[config.mk]
export PLATFORM = sky130hd
export DESIGN_NAME = mux8_32_flat
export DESIGN_NICKNAME = d
export VERILOG_FILES = /design/src/rtl/mux8_32_if.sv /design/src/rtl/mux8_32.sv /design/src/flat_wrapper.sv
export SDC_FILE = /design/constraint.sdc
export NUM_CORES = 1
export LEC_CHECK = 0
export BUFFER_PORTS_ARGS = -buffer_cell sky130_fd_sc_hd__buf_4
export CAP_MARGIN = 30
export CORE_MARGIN = 1.5
export CORE_UTILIZATION = 34
export CTS_BUF_LIST = sky130_fd_sc_hd__clkbuf_16
export DETAILED_ROUTE_END_ITERATION = 10
export GPL_TIMING_DRIVEN = 0
export HOLD_SLACK_MARGIN = 0.02
export PLACE_DENSITY = 0.62
export SYNTH_ARGS = -nofsm -noshare
export SYNTH_HDL_FRONTEND = slang
export SYNTH_SLANG_ARGS = --single-unit
[constraint.sdc]
create_clock -name clk_4f -period 1.6 [get_ports clk_4f]
set_clock_uncertainty 0.05 [all_clocks]
set_input_delay 0.24 -clock clk_4f [delete_from_list [all_inputs] [get_ports clk_4f]]
set_output_delay 0.24 -clock clk_4f [all_outputs]
set_load 0.1 [all_outputs]
[src/rtl/mux8_32_if.sv]
// mux8_32_if -- byte-in / word-out bus for the 8-to-32 packer.
//   data_in     [7:0]  input byte, qualified by valid_in
//   valid_in           data_in carries a valid byte this cycle
//   data_out    [31:0] last completed word, held between completions
//   valid_out          one-cycle pulse marking a newly completed word
//   err_timeout        one-cycle pulse on partial-word discard
//                      (present only when MUX8_32_TIMEOUT_EN is defined)
// master: byte producer side; slave: the packer.
interface mux8_32_if;
  logic [7:0]  data_in;
  logic        valid_in;
  logic [31:0] data_out;
  logic        valid_out;
`ifdef MUX8_32_TIMEOUT_EN
  logic        err_timeout;

  modport master (
    output data_in, valid_in,
    input  data_out, valid_out, err_timeout
  );
  modport slave (
    input  data_in, valid_in,
    output data_out, valid_out, err_timeout
  );
`else
  modport master (
    output data_in, valid_in,
    input  data_out, valid_out
  );
  modport slave (
    input  data_in, valid_in,
    output data_out, valid_out
  );
`endif
endinterface

[src/rtl/mux8_32.sv]
// mux8_32 -- packs four valid bytes into one 32-bit word, MSB first.
// Ports:
//   clk_4f  sole clock, rising edge
//   reset   synchronous, active-high; clears word, partial bytes and pulses
//   bus     mux8_32_if.slave (data_in/valid_in in, data_out/valid_out/err_timeout out)
// Optional feature, macro MUX8_32_TIMEOUT_EN: a partial word that sees four
// consecutive idle cycles is discarded and err_timeout pulses for one cycle.
// Without the macro, partial words are held indefinitely.
module mux8_32 (
  input logic       clk_4f,
  input logic       reset,
  mux8_32_if.slave  bus
);

  // The state encoding is the byte count itself: StIdle = 0, StFill1..3 = 1..3.
  typedef enum logic [1:0] {
    StIdle  = 2'd0,
    StFill1 = 2'd1,
    StFill2 = 2'd2,
    StFill3 = 2'd3
  } state_t;

  state_t      state_q;
  logic [23:0] partial_q;
  logic [31:0] data_out_q;
  logic        valid_out_q;
`ifdef MUX8_32_TIMEOUT_EN
  logic [2:0]  idle_q;
  logic        err_q;
`endif

  always_ff @(posedge clk_4f) begin
    if (reset) begin
      state_q     <= StIdle;
      partial_q   <= '0;
      data_out_q  <= '0;
      valid_out_q <= 1'b0;
`ifdef MUX8_32_TIMEOUT_EN
      idle_q      <= '0;
      err_q       <= 1'b0;
`endif
    end else begin
      valid_out_q <= 1'b0;
`ifdef MUX8_32_TIMEOUT_EN
      err_q       <= 1'b0;
`endif
      if (bus.valid_in) begin
`ifdef MUX8_32_TIMEOUT_EN
        idle_q <= '0;
`endif
        if (state_q == StFill3) begin
          // Earlier bytes sit in partial_q oldest-first, so the word is a concat.
          data_out_q  <= {partial_q, bus.data_in};
          valid_out_q <= 1'b1;
          partial_q   <= '0;
          state_q     <= StIdle;
        end else begin
          partial_q <= {partial_q[15:0], bus.data_in};
          state_q   <= state_t'(state_q + 2'd1);
        end
      end
`ifdef MUX8_32_TIMEOUT_EN
      else if (state_q != StIdle) begin
        // idle_q == 3 means this edge is the fourth idle cycle in a row.
        if (idle_q == 3'd3) begin
          state_q   <= StIdle;
          partial_q <= '0;
          idle_q    <= '0;
          err_q     <= 1'b1;
        end else begin
          idle_q <= idle_q + 3'd1;
        end
      end else begin
        idle_q <= '0;
      end
`endif
    end
  end

  assign bus.data_out  = data_out_q;
  assign bus.valid_out = valid_out_q;
`ifdef MUX8_32_TIMEOUT_EN
  assign bus.err_timeout = err_q;
`endif

endmodule

[src/flat_wrapper.sv]
// flat-port wrapper written by rule: the top's interface ports become plain ports
module mux8_32_flat 
  (clk_4f, reset, bus_data_in, bus_valid_in, bus_data_out, bus_valid_out);
  mux8_32_if bus_i ();
  input logic clk_4f;
  input logic reset;
  input wire logic [$bits(bus_i.data_in)-1:0] bus_data_in;
  input wire logic [$bits(bus_i.valid_in)-1:0] bus_valid_in;
  output wire logic [$bits(bus_i.data_out)-1:0] bus_data_out;
  output wire logic [$bits(bus_i.valid_out)-1:0] bus_valid_out;
  assign bus_i.data_in = bus_data_in;
  assign bus_i.valid_in = bus_valid_in;
  assign bus_data_out = bus_i.data_out;
  assign bus_valid_out = bus_i.valid_out;
  mux8_32 u_core (.clk_4f(clk_4f), .reset(reset), .bus(bus_i));
endmodule
After elaboration in Yosys (flattened, before gate mapping)
Index checks and enable logic that the tools add are counted.

Eq/ne operators: 1. $add $sub $neg: 1. Reductions and logical operators: 2. Muxes and demuxes: 3. Bitwise gates (word level): 1.

Operators by type and width (number): 24-bit two-way mux (1); 2-bit by 1-bit adder with 2-bit output (second input constant) (1); 2-bit == test (second input constant) (1); 2-bit two-way mux (1); 2-bit AND reduction (1); 2-bit OR reduction (1); 1-bit two-way mux (1); 1-bit inverter (1).

Bits in registers: 59.

Logic depth before layout (Yosys ltp)
Word-level depth: 2. Gate-level depth with buffers: 5. Depth with buffers taken out: 3.

Worst setup path before layout
OpenSTA, ideal clock, no wires.

Path kind: register to register. From: register, netlist name u_core.bus.data_out[24]. To: register u_core.data_out_q[24] (netlist: u_core.bus.data_out[24]). Path buffers: 0. Period minus slack after synthesis: 1450 ps. Cell stages (with the launch flop): 3. Data required time: 1480 ps. Path slack: 150 ps. Arrival time: 1329 ps. Cell sequence: dfxtp_1 > a21bo_2 > a21oi_1.

RTL lines: to (signal assigned) (RTL line mux8_32.sv:53) `data_out_q <= {partial_q, bus.data_in};`; to (decl) (RTL line mux8_32.sv:25) `logic [31:0] data_out_q;`.

Final worst setup path
From: register u_core.state_q[0]. To: register u_core.data_out_q[21] (netlist: u_core.bus.data_out[21]).

Cells in the longest elaborated chain, start to end: 2.

RTL lines: from (decl) (RTL line mux8_32.sv:23) `state_t state_q;`; from (signal assigned) (RTL line mux8_32.sv:34) `state_q <= StIdle;`; from (signal assigned) (RTL line mux8_32.sv:56) `state_q <= StIdle;`; from (signal assigned) (RTL line mux8_32.sv:59) `state_q <= state_t'(state_q + 2'd1);`; 2-bit == test (RTL line mux8_32.sv:51) `if (state_q == StFill3) begin`; 2-bit AND reduction (no line).

Every way passes these cells. A chain may end at the register's enable or synchronous reset.

==> metrics.md <==
| Metric | Value |
|---|---|
| RSZ-0062 raised after global routing | no |
| Slew headroom | 0.5752 |
| Critical-path cell list | ha_1, buf_2, buf_2, a21bo_2, a21oi_1 |
| Overall Global Routing Usage | 0.1552 |
| Sinks on Clock Net | 59 |
| CP startpoint kind | register |
| Worst vdd ir | 619.7 uV |
| Routability Congestion | 0.7864 |
| Synth top area share | 0.4500 |
| Fmax | 695.4 MHz |
| Status | completed |
| Post-synth top flop | dfxtp_1 |
| First-pass GRT wire length | 10180 um |
| CP most frequent cell | buf_2 |
| Number of diodes | 0 |
| Seq/Total Area, Yosys | 0.4500 |
| Layout area overhead | 26.07% |
| Final setup fails | 0 |
| Total vias in the final route | 2036 |
| Clk Latency, worst-skew pair | 0.32 ns |
| Layout cells sized above 1 | 0.3684 |
| Ranking of synthesized cells by area | dfxtp_1 (45%), o32ai_2 (12%), a21bo_2 (7.6%) |
| Fin crit period | 1.438 ns |
| Critical path peak fanout | 10 |
| Hold_ws | 0.1248 ns |
| Nets | between 300 and 400 |
| Slew Viols, Final | 0 |
| CTS buffer count | 9 |
| Critical path class | reg2reg |
| Largest net degree at the start of global routing | 11 |
| Core ar. | 7370 um^2 |
| Pleak | 1.281 nW |
| Die area | slightly above 8000 um^2 |
| Post-synthesis average cell area | 9.832 um^2 |
| Fin. Hold Viols | 0 |
| Synth Cell Area | 2625 um^2 |
| Vert. Die Dim | between 90 and 100 um |
| Post-route ant nets | 0 |
| MaxCap Viol Count | 0 |
| Drt pass-1 iters | 4 |
| Final worst-path cycle share | 0.8988 |
| Clock Tree Buf Depth | 2 |
| Crit-path max cell delay | ~0.37 ns |
| Port-buffer cells | 41 |
| Measured slew at the worst slew-check pin | 0.6372 ns |
| Hpwl dp | 4090 um |
| Arrival @ worst endpoint | 1.59 ns |
| EDFF count, synth | 0 |
| Hold-fix buffers at CTS | 0 |
| Leading area contributor after synthesis | dfxtp_1 |
| Post-route insts no fill | roughly 420 |
| Syn_nets | between 200 and 300 |
| Placed Cells | between 400 and 500 |
| Drt drc | 0 |
| DIE WIDTH | 90.87 um |
| I/O pins | 44 |
| Yosys reg bits | 59 |
| WL final | 5819 um |
| # rows | 31 |
| Register Area | 1181 um^2 |
| CTS tree | yes |
| Cell with the most instances after synthesis | dfxtp_1 |
| Clock Root Buffer | clkbuf_16 |
| H-Tree Depth | 3 |
| Power Dens Cells | 1030 nW/um^2 |
| WL/cell | between 10 and 15 um |
| Design area | 3309 um^2 |
| Commonest cells in the netlist | dfxtp_1 (59), a21oi_1 (33), nand3_1 (32), nand2_1 (25), inv_1 (24) |
| Area of the multi-input gates | 1164 um^2 |
| Initial antenna violation count | 0 |
| Synth Warn # | 0 |
| Initial Util | 0.3562 |
| Clock-pin slew on the worst setup and hold paths | 0.05 ns |
| Min-delay worst type | in2reg |
| Fill count | between 700 and 800 |
| 1st-iter DRT viols | 81 |
| Post-DP Area | 3057 um^2 |
| Post-synth ARST share | 0 |
| Via/cell ratio | 4.825 |
| Crit. End Element | register |
| Vias in the first global route | 2023 |
| Setup tns final | 0 ns |
| CP Data Required Time | 1.75 ns |
| Crit-path slowest cell | dfxtp_1 |
| Power Total | between 3 and 4 mW |
| Overflow after GRT | 0 |
| Syn Inst Count | between 200 and 300 |
| Netlist cell types | 21 |
==> stage by stage <==
stage	util	setup WS (ns)
2_1_floorplan	-	0.1502
3_3_place_gp	0.4148	0.1496
3_5_place_dp	0.4148	0.1431
4_1_cts	0.4487	0.1233
5_1_grt	0.4491	0.01520
6_report	0.4491	0.1619
==> cell usage in the layout (no fill, tap or decap), types with 2 or more instances in the layout <==
master,n
dfxtp_1,59
buf_4,44
a21oi_1,33
nand3_1,32
inv_1,25
nand2_1,25
o32ai_2,20
a21bo_2,20
buf_2,19
a21bo_1,12
clkbuf_16,9
o32ai_1,4
clkbuf_1,3
clkinv_1,3
buf_12,2
nor2_1,2
ha_1,2
clkinv_2,2
==> worst max-delay path: cells and delay by family, from the launching register on <==
kind | cells | cell delay (ns)
adder cells (fa/ha/maj) | 1 | 0.18
AO/OA/AOI/OAI | 2 | 0.21
flip-flops | 1 | 0.37
buffers and inverters | 2 | 0.50
==> sequential cells by signal, summed over array words and instances (netlist names) <==
register,cells
u_core.state_q,2
u_core.partial_q,24
u_core.bus.data_out,32
u_core.bus.valid_out,1
==> worst paths after layout <==
check,from,end,slack (ns),cells after the start
max,u_core.state_q[0],u_core.bus.data_out[21],0.16,5
min,bus_data_in[4],u_core.partial_q[4],0.12,3
max reg2reg,u_core.state_q[0],u_core.bus.data_out[21],0.16,5
min reg2reg,u_core.partial_q[22],u_core.bus.data_out[30],0.42,2
==> where the power goes <==
part | internal, mW | leakage (nW) | total [mW] | switching, mW
sequential | 1.50 | 0.478 | 1.53 | 0.0239
clock | 1.01 | 0.129 | 1.62 | 0.610
combinational | 0.0971 | 0.675 | 0.267 | 0.170
total | 2.61 | 1.28 | 3.41 | 0.803
==> what timing repair did <==
item                                   4_1_cts  5_1_grt
setup endpoints to repair                    0        3
buffers inserted                             0        0
gates resized for setup                      0        1
endpoints found under the hold margin        0        0
==> final cells by class <==
class | count | area share
Clock buffer | 9 | 0.06805
Buffer | 30 | 0.05822
Inverter | 24 | 0.02722
Multi-Input combinational cell | 154 | 0.3516
Tap cell | 99 | 0.03743
Timing Repair Buffer | 41 | 0.09301
Sequential cell | 59 | 0.3569
Clock inverter | 6 | 0.007561
==> per-layer routing <==
metal,vias to the layer above,share of wire,track usage
met5,-,0,0
met4,0,0.0070,0.03906
li1,1034,-,-
met2,57,0.47,0.2481
met3,5,0.058,0.05640
met1,940,0.47,0.1979
==> kinds of logic after synthesis <==
family / after synthesis / share of synthesized area
compound gates: 89 / 0.3222
fa+ha+maj: 2 / 0.009531
buf+inv: 54 / 0.1068
flops: 59 / 0.4500
mux: 1 / 0.003813
simple gates: 62 / 0.1077
Note: power is estimated with default switching activity, not from simulation.
